--- src/rtl/keyboard_ctl_pkg.sv ---
// Shared key codes, key indices and FSM state for the keyboard controller.
package keyboard_ctl_pkg;

  localparam int unsigned WORD_W    = 16;
  localparam int unsigned N_KEYS    = 6;
  localparam int unsigned KEY_IDX_W = 3;

  typedef enum logic [KEY_IDX_W-1:0] {
    KEY_W     = 3'd0,
    KEY_A     = 3'd1,
    KEY_S     = 3'd2,
    KEY_D     = 3'd3,
    KEY_SPACE = 3'd4,
    KEY_ENTER = 3'd5
  } key_e;

  typedef enum logic {
    ST_MAKE  = 1'b0,
    ST_BREAK = 1'b1
  } state_e;

  typedef struct packed {
    logic known;
    key_e idx;
  } key_dec_t;

  // Scan codes carried as two ASCII hex characters
  localparam logic [WORD_W-1:0] CODE_W        = 16'h3144;
  localparam logic [WORD_W-1:0] CODE_A        = 16'h3143;
  localparam logic [WORD_W-1:0] CODE_S        = 16'h3142;
  localparam logic [WORD_W-1:0] CODE_D        = 16'h3233;
  localparam logic [WORD_W-1:0] CODE_SPACE    = 16'h3239;
  localparam logic [WORD_W-1:0] CODE_ENTER    = 16'h3541;
  localparam logic [WORD_W-1:0] CODE_RELEASED = 16'h4630;

endpackage

--- src/rtl/keyboard_key_decode.sv ---
// Maps an ASCII-hex key word to a tracked-key index; known=0 for anything else.
module keyboard_key_decode
  import keyboard_ctl_pkg::*;
(
  input  logic [WORD_W-1:0] key_word,
  output key_dec_t          dec_c
);

  always_comb begin
    dec_c.known = 1'b1;
    dec_c.idx   = KEY_W;
    case (key_word)
      CODE_W:     dec_c.idx = KEY_W;
      CODE_A:     dec_c.idx = KEY_A;
      CODE_S:     dec_c.idx = KEY_S;
      CODE_D:     dec_c.idx = KEY_D;
      CODE_SPACE: dec_c.idx = KEY_SPACE;
      CODE_ENTER: dec_c.idx = KEY_ENTER;
      default:    dec_c.known = 1'b0;
    endcase
  end

endmodule

--- src/rtl/keyboard_ctl.sv ---
// Make/break tracker producing a held-key mask, press/release pulses,
// a SPACE action handshake and a stuck-key auto-release.
module keyboard_ctl
  import keyboard_ctl_pkg::*;
#(
  parameter int unsigned TIMEOUT_CYCLES = 65_000_000
) (
  input  logic              clk,
  input  logic              rst_n,
  input  logic [WORD_W-1:0] key_word,
  input  logic              key_valid,
  output logic              key_ready,
  input  logic              freeze,
  output logic [N_KEYS-1:0] held,
  output logic [N_KEYS-1:0] press,
  // "release" is a reserved word, hence the suffix
  output logic [N_KEYS-1:0] release_pulse,
  output logic              action_req,
  input  logic              action_ack
);

  localparam int unsigned CNT_W = $clog2(TIMEOUT_CYCLES);

  state_e            state, state_n;
  logic [N_KEYS-1:0] held_n, press_n, rel_n;
  logic              act_n;
  logic [CNT_W-1:0]  cnt, cnt_n;
  logic              accept;
  key_dec_t          dec;

  keyboard_key_decode u_decode (
    .key_word (key_word),
    .dec_c    (dec)
  );

  assign key_ready = !freeze;
  assign accept    = key_valid && !freeze;

  // Next-state: word handling has priority over the stuck-key timeout
  always_comb begin
    state_n = state;
    held_n  = held;
    press_n = '0;
    rel_n   = '0;
    act_n   = action_req;
    cnt_n   = cnt;
    if (accept) begin
      cnt_n = '0;
      case (state)
        ST_MAKE: begin
          if (key_word == CODE_RELEASED) begin
            state_n = ST_BREAK;
          end else if (dec.known && !held[dec.idx]) begin
            held_n[dec.idx]  = 1'b1;
            press_n[dec.idx] = 1'b1;
          end
        end
        ST_BREAK: begin
          if (key_word != CODE_RELEASED) begin
            state_n = ST_MAKE;
            if (dec.known && held[dec.idx]) begin
              held_n[dec.idx] = 1'b0;
              rel_n[dec.idx]  = 1'b1;
            end
          end
        end
      endcase
    end else if (held != '0) begin
      if (cnt == CNT_W'(TIMEOUT_CYCLES - 1)) begin
        held_n  = '0;
        rel_n   = held;
        cnt_n   = '0;
        state_n = ST_MAKE;
      end else begin
        cnt_n = cnt + CNT_W'(1);
      end
    end
    if (press_n[KEY_SPACE]) act_n = 1'b1;
    if (action_ack)         act_n = 1'b0;
  end

  always_ff @(posedge clk or negedge rst_n) begin
    if (!rst_n) begin
      state         <= ST_MAKE;
      held          <= '0;
      press         <= '0;
      release_pulse <= '0;
      action_req    <= 1'b0;
      cnt           <= '0;
    end else begin
      state         <= state_n;
      held          <= held_n;
      press         <= press_n;
      release_pulse <= rel_n;
      action_req    <= act_n;
      cnt           <= cnt_n;
    end
  end

endmodule

--- config.mk ---
export PLATFORM = sky130hd
export DESIGN_NAME = keyboard_ctl
export DESIGN_NICKNAME = d
export VERILOG_FILES = /design/src/rtl/keyboard_ctl_pkg.sv /design/src/rtl/keyboard_key_decode.sv /design/src/rtl/keyboard_ctl.sv
export SDC_FILE = /design/constraint.sdc
export NUM_CORES = 1
export LEC_CHECK = 0
export CAP_MARGIN = 20
export CORE_UTILIZATION = 30
export DETAILED_ROUTE_END_ITERATION = 12
export PLACE_DENSITY = 0.62
export RECOVER_POWER = 25
export SKIP_CTS_REPAIR_TIMING = 1
export SLEW_MARGIN = 0
export SYNTH_ARGS = -nofsm -noshare
export SYNTH_HDL_FRONTEND = slang
export SYNTH_SLANG_ARGS = --single-unit
--- constraint.sdc ---
create_clock -name clk -period 2.1 [get_ports clk]
set_input_delay 0.63 -clock clk [delete_from_list [all_inputs] [get_ports clk]]
set_output_delay 0.63 -clock clk [all_outputs]
set_load 0.1 [all_outputs]
==> results of run 1 <==
==> final cells by class <==
cell class	instances	area (um2)
Clock buffer	7	76.3
Sequential cell	46	1150
Tap cell	108	135
Timing Repair Buffer	130	1310
Clock inverter	1	7.51
Fill cell	815	4280
Multi-Input combinational cell	238	1700
Inverter	3	11.3
==> state kept, by name, summed over array words and instances (netlist names) <==
signal,flops
held,6
state,1
cnt,26
action_req,1
release_pulse,6
press,6
==> critical path, stage by stage <==
cell      delay [ns]
buf_6           0.09
or4b_4          0.55
or4_4           0.56
o22a_1          0.27
o2111a_2        0.19
a211oi_4        0.27
buf_6           0.15
o211ai_1        0.09
o21ai_1         0.10
==> kinds of logic (layout without fill, tap and decap cells) <==
family | count (synthesis) | count (layout)
XOR/XNOR | 11 | 11
adder cells (fa/ha/maj) | 1 | 1
AO/OA/AOI/OAI | 61 | 61
multiplexers | 1 | 1
AND/OR/NAND/NOR | 164 | 164
buffers and inverters | 10 | 141
flip-flops | 46 | 46
==> power breakdown <==
part / internal, uW / switching (uW) / leakage [uW]
Sequential: 906 / 19.2 / 0.000636
Clock: 236 / 314 / 0.0000385
Combinational: 117 / 125 / 0.00130
Total: 1260 / 458 / 0.00197
==> worst min-delay path by stage <==
stage / slack (ns) / start / to / cells past startpoint
after floorplan: 0.33 / rst_n / action_req / 0
after detailed placement: 0.50 / cnt[4] / cnt[4] / 1
after global routing: 0.32 / rst_n / cnt[10] / 1
after global placement: 0.50 / cnt[4] / cnt[4] / 1
after CTS: 0.20 / rst_n / cnt[12] / 1
final: 0.28 / rst_n / cnt[9] / 1
==> cell usage in the layout (no fill, tap or decap), drive strengths merged, types with 4 or more instances in the layout <==
| master | netlist | routed |
|---|---|---|
| buf | 1 | 110 |
| dfrtp | 46 | 46 |
| nor2 | 39 | 39 |
| nand2 | 35 | 35 |
| o21ai | 24 | 24 |
| dlymetal6s2s | 0 | 14 |
| nand3 | 14 | 14 |
| clkbuf | 6 | 12 |
| nor3 | 10 | 10 |
| nand4 | 9 | 9 |
| or4 | 8 | 8 |
| nor4 | 8 | 8 |
| and3 | 7 | 7 |
| xor2 | 7 | 7 |
| o31ai | 6 | 6 |
| a32o | 5 | 5 |
| a21oi | 5 | 5 |
| nand2b | 4 | 4 |
| xnor2 | 4 | 4 |
| and4 | 4 | 4 |
==> routing by layer <==
layer,up-vias,GRT usage (%)
li1,1365,-
met1,1352,21.4
met2,60,31.7
met3,14,2.61
met4,0,6.25
met5,-,0
==> metrics by stage <==
stage | util [%] | instance area (um2) | setup TNS, ns | worst slack, ns | power [uW]
6_report | 50.7 | 4400 | -8.73 | -0.551 | 1720
5_1_grt | 50.7 | 4400 | -9.75 | -0.593 | 1790
4_1_cts | 47.1 | 4090 | -15.72 | -0.874 | 1710
3_5_place_dp | 46.1 | 4000 | -29.38 | -1.20 | 1170
3_3_place_gp | 46.1 | 4000 | -28.30 | -1.20 | 1170
2_1_floorplan | - | 2690 | -16.72 | -0.614 | 1030
==> metrics.md, run 1 <==
| Metric | Value |
|---|---|
| Run status | finished, violations left |
| Failing checks | setup timing |
| Router iterations before antenna repair | 4 |
| Xor/xnor cell area share of the yosys netlist | 3.61% |
| Worst-path clk slew | 0.09 ns |
| CTS tree | done |
| Post-synth EDFFs | 0 |
| Slew @ Worst Pin | 0.905 ns |
| Flops & latches, synth | 46 |
| Initial antenna violation count | 0 |
| Die H | 96.3 um |
| Complex-gate fraction of the synthesized area | 16.8% |
| Mapped cell area | 2670 um2 |
| Slew Limit Headroom | 39.7% |
| Clk sinks | between 40 and 50 |
| Top Metal Used | met4 |
| Mapped Cells | 294 |
| Number of port buffers | 40 |
| Most numerous cell in the Yosys netlist | dfrtp_1 |
| Routed wire length | 8300 um |
| Yosys top cell area share | 43.1% |
| Simple-gate share of the synthesized area | 34.1% |
| Largest family of logic cells by synthesized area | simple AND/OR/NAND/NOR gates |
| Post-synth top area cell | dfrtp_1 |
| Layout cells sized above 1 | between 40% and 50% |
| CP Data Arrival Time | 2.89 ns |
| H-tree levels | 2 |
| FF-to-FF path depth | 5 |
| Via density | 5.24 |
| Dpl hpwl | 6090 um |
| Starting Density | between 30% and 40% |
| Chip Width | just under 100 um |
| Met1 wire length | 3610 um |
| Crit Path Class | primary input to flop |
| Detail Route met3 WL | 234 um |
| Ys Warns | 0 |
| Vias | roughly 2,800 |
| Final Max Slew Viols | 0 |
| Synth cell types | 60 |
| Min-delay worst type | primary input to async pin |
| Largest net degree at the start of global routing | 37 |
| Initial DRC Count | between 100 and 150 |
| Non-Filler Instances | 533 |
| Core area | 8680 um2 |
| Pwr/cell area | roughly 390 nW/um2 |
| Vias in the first global route | 2,762 |
| Most used DFF post-synth | dfrtp_1 |
| Root Buffer | clkbuf_8 |
| VDD IR max | 0.254 mV |
| Seq/Total Area, Yosys | 43.1% |
| Syn-to-layout area delta | 64.8% |
| Antenna Nets Post-Route | 0 |
| Final-report hold violation count | 0 |
| WL/cell | 15.6 um |
| Final nets | 446 |
| Multiplexer share of the synthesized area | less than 1% |
| Core Rows | 34 |
| Commonest cells in the netlist | dfrtp_1 (46), nor2_1 (38), nand2_1 (35) |
| Overall Global Routing Usage | 17.7% |
| Grt ovf | 0 |
| CP startpoint | key_word[7] |
| Total CTS buffers | 5 |
| Required @ worst endpoint | 2.34 ns |
| R2r startpoint | cnt[7] |
| Die ar. | 9280 um2 |
| Maximum root-to-sink buffer count | 2 |
| Final period utilization | 126% |
| Min cycle time layout | 2.65 ns |
| Metal2 WL | 4280 um |
| Final setup violation count | 20 |
| I/O pins | 41 |
| Clock latency at the later pin of the worst-skew pair | 0.31 ns |
| Max Cap Viol | 0 |
| RePlAce Congestion | 0.946 |
| Fmax | 377 MHz |
| Mean post-synth cell area | 9.08 um2 |
| Setup slack, reg-to-reg | -0.10 ns |
| CP endpoint kind | flop |
| First-pass GRT wire length | around 13,000 um |
| Synth area leaders | dfrtp_1 (43%), nor2_1 (5.3%), nand2_1 (4.9%) |
| Placed cell count | 515 |
| Worst setup SP type | primary input |
| Critical Path End | held[0] |
| WHS | 0.281 ns |
| Antenna fix cells | 0 |
| RSZ-0062 raised after global routing | yes |
| Static leakage | 0.00197 uW |
| DRC | 0 |
| Final clock skew | about 0.013 ns |
| Reg-to-reg endpoint | release_pulse[1] |
| Slack of the critical path | -0.551 ns |
| CP max FO | 3 |
| Area share of fa/ha/maj cells after synthesis | 0.469% |
| Synth Net Count | 316 |
| Synth async-reset ratio | 100% |
No activity file was read; power rests on OpenSTA's default activity.
==> inputs of run 2 (changes only) <==
--- a/config.mk
+++ b/config.mk
@@ -6,9 +6,10 @@
 export NUM_CORES = 1
 export LEC_CHECK = 0
 export CAP_MARGIN = 20
-export CORE_UTILIZATION = 30
+export CORE_UTILIZATION = 25
+export CTS_BUF_LIST = sky130_fd_sc_hd__clkbuf_4 sky130_fd_sc_hd__clkbuf_8
 export DETAILED_ROUTE_END_ITERATION = 12
-export PLACE_DENSITY = 0.62
+export PLACE_DENSITY = 0.56
 export RECOVER_POWER = 25
 export SKIP_CTS_REPAIR_TIMING = 1
 export SLEW_MARGIN = 0
==> metrics.md, run 2 (synthesis gave the netlist of run 1 again) <==
| Metric | Value |
|---|---|
| Antenna fix cells | 0 (unchanged) |
| Router iterations before antenna repair | 4 (unchanged) |
| Die H | 105 um (+9.3%) |
| Total CTS buffers | 5 (unchanged) |
| Number of port buffers | 40 (unchanged) |
| Final setup violation count | 30 (+50%) |
| Failing checks | setup timing |
| Syn-to-layout area delta | 66.0% |
| Final nets | 448 (+0.45%) |
| Max Cap Viol | 0 (unchanged) |
| Layout cells sized above 1 | 42.6% (+1.2 points) |
| Non-Filler Instances | 563 (+5.6%) |
| # fillers | 994 (+22%) |
| WHS | 0.519 ns (+0.238 ns) |
| RSZ-0062 raised after global routing | yes |
| CP startpoint | key_word[11] |
| R2r startpoint | held[2] |
| Initial DRC Count | 160 (+26%) |
| Fmax | 380 MHz (+0.79%) |
| Chip Width | 105 um (+9.3%) |
| VDD IR max | 0.231 mV (-8.8%) |
| Overall Global Routing Usage | 15.4% (-2.3 points) |
| Final period utilization | 125% (-0.99 points) |
| I/O pins | 41 (unchanged) |
| Root Buffer | clkbuf_8 |
| Worst setup SP type | primary input |
| Commonest cells after routing, fill and taps aside | buf_4 (83), dfrtp_1 (44), nand2_1 (35), nor2_1 (28), o21ai_0 (22) |
| Static leakage | 0.00198 uW (+0.34%) |
| DRC | 0 (unchanged) |
| WL/cell | 15.0 um (-3.7%) |
| Crit Path Class | primary input to flop |
| CTS tree | done |
| Final-report hold violation count | 0 (unchanged) |
| Initial antenna violation count | 0 (unchanged) |
| Slew @ Worst Pin | 1.17 ns (+0.264 ns) |
| Largest net degree at the start of global routing | 47 (+27%) |
| Final Max Slew Viols | 0 (unchanged) |
| Max FFs per register | 26 (unchanged) |
| First-pass GRT wire length | 13,700 um (+8.3%) |
| Clk sinks | 46 (unchanged) |
| FF-to-FF path depth | 7 (+2) |
| Die ar. | 11,100 um2 (+20%) |
| Antenna Nets Post-Route | 0 (unchanged) |
| Vias | 2,826 (+1.3%) |
| CP endpoint kind | flop |
| Reg-to-reg endpoint | cnt[14] |
| Min-delay worst type | flop to flop |
| Via density | 5.02 (-4.1%) |
| Min cycle time layout | 2.63 ns (-0.0208 ns) |
| Critical Path End | held[4] |
| Required @ worst endpoint | 2.33 ns (about the same) |
| Maximum root-to-sink buffer count | 2 (unchanged) |
| Placed cell count | 548 (+6.4%) |
| Clock latency at the later pin of the worst-skew pair | 0.30 ns (about the same) |
| CP max FO | 3 (unchanged) |
| H-tree levels | 2 (unchanged) |
| Slew Limit Headroom | 22.1% (-18 points) |
| Vias in the first global route | 2,845 (+3.0%) |
| Routed wire length | 8440 um (+1.7%) |
| Core area | 10,300 um2 (+19%) |
| Commonest non-fill, non-tap cell in the layout | buf_4 |
| Slack of the critical path | -0.530 ns (+0.0208 ns) |
| Setup slack, reg-to-reg | -0.11 ns (about the same) |
| Starting Density | 25.9% (-4.9 points) |
| Worst-path clk slew | 0.09 ns (about the same) |
| Dpl hpwl | 6220 um (+2.0%) |
| Largest Register | cnt |
| Grt ovf | 0 (unchanged) |
| Core Rows | 37 (+8.8%) |
| Pwr/cell area | 396 nW/um2 (+1.5%) |
| CP Data Arrival Time | 2.86 ns (-0.03 ns) |
| RePlAce Congestion | 0.915 (-3.2%) |
| Final clock skew | 0.00638 ns (-0.00696 ns) |
| Final Power | 1760 uW (+2.2%) |
| Run status | finished, violations left |
run 2: worst min-delay path by stage:
stage               slack (ns)    from         end  cells past startpoint
finish                    0.52  cnt[4]      cnt[4]                      1
CTS                       0.30   rst_n     cnt[11]                      2
detailed placement        0.50  cnt[4]      cnt[4]                      1
global route              0.53  cnt[4]      cnt[4]                      1
floorplan                 0.33   rst_n  action_req                      0
global placement          0.50  cnt[5]      cnt[5]                      1
run 2: critical path, cell delays in order:
cell and delay (ns):
buf_6 0.10, buf_6 0.11, or4b_4 0.46, or4_4 0.50, o22a_4 0.26, o2111a_2 0.18, a211oi_4 0.28, buf_6 0.15
o211ai_1 0.09, o21ai_1 0.10
run 2: per-layer routing:
| metal | part of all wire [%] | global-route usage (%) | wire, um |
|---|---|---|---|
| met3 | 2.9 | 1.92 | 247 |
| met5 | 0 | 0 | 0 |
| met4 | 1.4 | 4.02 | 117 |
| met2 | 50 | 27.5 | 4250 |
| met1 | 45 | 19.4 | 3830 |
run 2: layout make-up:
type	instances	area (um2)	share of cell area [%]
tap	136	170	3.84
clock inverter	1	5.00	0.113
inverter	3	11.3	0.254
sequential	46	1150	26.0
multi-input combinational	238	1690	38.2
timing repair buffer	132	1310	29.6
clock buffer	7	90.1	2.03
run 2: report_power, final:
| part | switching, uW | internal (uW) |
|---|---|---|
| registers | 16.2 | 906 |
| logic | 129 | 119 |
| clock network | 307 | 279 |
| total | 452 | 1300 |
run 2: stage by stage:
stage | setup slack, ns | area, um2 | TNS, ns | utilization, %
after floorplan | -0.614 | 2690 | -16.72 | -
after global placement | -1.22 | 4080 | -29.11 | 39.5
after detailed placement | -1.20 | 4080 | -29.59 | 39.5
after CTS | -0.896 | 4180 | -16.32 | 40.5
after global routing | -0.603 | 4430 | -11.00 | 42.9
final | -0.530 | 4430 | -8.35 | 42.9
==> inputs of run 3 (changes only) <==
--- a/config.mk
+++ b/config.mk
@@ -6,10 +6,12 @@
 export NUM_CORES = 1
 export LEC_CHECK = 0
 export CAP_MARGIN = 20
+export CELL_PAD_IN_SITES_DETAIL_PLACEMENT = 1
+export CELL_PAD_IN_SITES_GLOBAL_PLACEMENT = 1
 export CORE_UTILIZATION = 25
 export CTS_BUF_LIST = sky130_fd_sc_hd__clkbuf_4 sky130_fd_sc_hd__clkbuf_8
 export DETAILED_ROUTE_END_ITERATION = 12
-export PLACE_DENSITY = 0.56
+export PLACE_DENSITY = 0.66
 export RECOVER_POWER = 25
 export SKIP_CTS_REPAIR_TIMING = 1
 export SLEW_MARGIN = 0
==> metrics.md, run 3 (synthesis gave the netlist of run 1 again) <==
| Metric | Value |
|---|---|
| Final nets | 457 (+2.0%) |
| Max Cap Viol | 0 (unchanged) |
| Initial DRC Count | 68 (-57%) |
| Starting Density | 25.9% (unchanged) |
| Run status | finished, violations left |
| Commonest non-fill, non-tap cell in the layout | buf_4 |
| Max FFs per register | 26 (unchanged) |
| Core Rows | 37 (unchanged) |
| Final instance area | 4520 um2 (+2.1%) |
| Dpl hpwl | 7260 um (+17%) |
| Fmax | 375 MHz (-1.4%) |
| Static leakage | 0.00203 uW (+2.3%) |
| Core area | 10,300 um2 (unchanged) |
| Final setup violation count | 39 (+30%) |
| Worst setup SP type | primary input |
| Root Buffer | clkbuf_8 |
| RSZ-0062 raised after global routing | yes |
| Commonest cells after routing, fill and taps aside | buf_4 (95), dfrtp_1 (44), nand2_1 (35), nor2_1 (30), o21ai_0 (22) |
| Routed wire length | 9570 um (+13%) |
| RePlAce Congestion | 0.914 (-0.11%) |
| Largest net degree at the start of global routing | 27 (-43%) |
| WL/cell | 16.7 um (+12%) |
| Min-delay worst type | flop to flop |
| Antenna Nets Post-Route | 0 (unchanged) |
| Clock latency at the later pin of the worst-skew pair | 0.30 ns (about the same) |
| Largest Register | cnt |
| Vias | 2,888 (+2.2%) |
| CP endpoint kind | flop |
| WHS | 0.518 ns (-0.000421 ns) |
| CP max FO | 4 (+1) |
| Slew Limit Headroom | 1.33% (-21 points) |
| Min cycle time layout | 2.67 ns (+0.0372 ns) |
| Layout cells sized above 1 | 42.2% (-0.42 points) |
| Die ar. | 11,100 um2 (unchanged) |
| Final-report hold violation count | 0 (unchanged) |
| Grt ovf | 0 (unchanged) |
| Pre-CTS WS | -1.19 ns (+0.0109 ns) |
| Router iterations before antenna repair | 4 (unchanged) |
| Vias in the first global route | 3,100 (+9.0%) |
| Via density | 5.05 (+0.59%) |
| Slew @ Worst Pin | 1.48 ns (+0.311 ns) |
| Worst-path clk slew | 0.09 ns (about the same) |
| Antenna fix cells | 0 (unchanged) |
| Clk sinks | 46 (unchanged) |
| H-tree levels | 2 (unchanged) |
| Total CTS buffers | 5 (unchanged) |
| Chip Width | 105 um (unchanged) |
| Final period utilization | 127% (+1.8 points) |
| Initial antenna violation count | 0 (unchanged) |
| Final clock skew | 0.00763 ns (+0.00125 ns) |
| Required @ worst endpoint | 2.33 ns (about the same) |
| First-pass GRT wire length | 15,300 um (+12%) |
| Failing checks | setup timing |
| CP Data Arrival Time | 2.90 ns (+0.04 ns) |
| CTS tree | done |
| Crit Path Class | primary input to flop |
| Slack of the critical path | -0.567 ns (-0.0372 ns) |
| I/O pins | 41 (unchanged) |
| Post-layout util | 43.8% (+0.88 points) |
| Maximum root-to-sink buffer count | 2 (unchanged) |
| Final Max Slew Viols | 0 (unchanged) |
| VDD IR max | 0.264 mV (+14%) |
| Die H | 105 um (unchanged) |
| Overall Global Routing Usage | 17.3% (+1.9 points) |
| Pwr/cell area | 436 nW/um2 (+10%) |
| DRC | 0 (unchanged) |
| Setup TNS | -11.56 ns (-3.21 ns) |
| Area post-placement | 4120 um2 (+0.98%) |
| Syn-to-layout area delta | 69.4% |
| Number of port buffers | 40 (unchanged) |
==> run 3: worst paths after layout <==
path | start | end | slack (ns) | cells past startpoint
worst max-delay path | key_word[5] | held[5] | -0.57 | 9
worst min-delay path | cnt[3] | cnt[3] | 0.52 | 1
worst max register to register | held[3] | cnt[20] | -0.24 | 7
worst min register to register | cnt[3] | cnt[3] | 0.52 | 1
max in group asynchronous | rst_n | held[3] | 0.47 | 1
min in group asynchronous | rst_n | cnt[10] | 0.66 | 1
==> run 3: report_power, final <==
group          total, uW  leakage, uW  switching [uW]  internal (uW)
Combinational        251      0.00132             131            120
Sequential           922     0.000636            15.6            906
Clock                799    0.0000683             322            477
==> run 3: cell type report <==
type	count	area, um2
Tap cell	136	170
Multi-Input combinational cell	238	1680
Clock buffer	5	68.8
Timing Repair Buffer	141	1370
Sequential cell	46	1150
Inverter	3	11.3
Fill cell	1176	5800
Clock inverter	3	68.8
==> run 3: routing by layer <==
| layer | wire, um | vias to the layer above | global-route usage (%) |
|---|---|---|---|
| met5 | 0 | - | 0 |
| met4 | 167 | 0 | 6.24 |
| li1 | - | 1382 | - |
| met1 | 3990 | 1442 | 20.2 |
| met2 | 5220 | 47 | 32.3 |
| met3 | 192 | 17 | 1.98 |
==> run 3: through the flow <==
stage	total power (uW)	instances
after floorplan	1030	294
after global placement	1180	555
after detailed placement	1190	555
after CTS	1990	563
after global routing	2060	572
final	1970	572
==> run 3: critical path, cell delays in order <==
cell	delay, ns
buf_6	0.09
or4b_4	0.56
or4_4	0.52
buf_4	0.16
nor4_4	0.22
or4_4	0.17
and3b_1	0.17
o311a_1	0.29
nor2_1	0.10
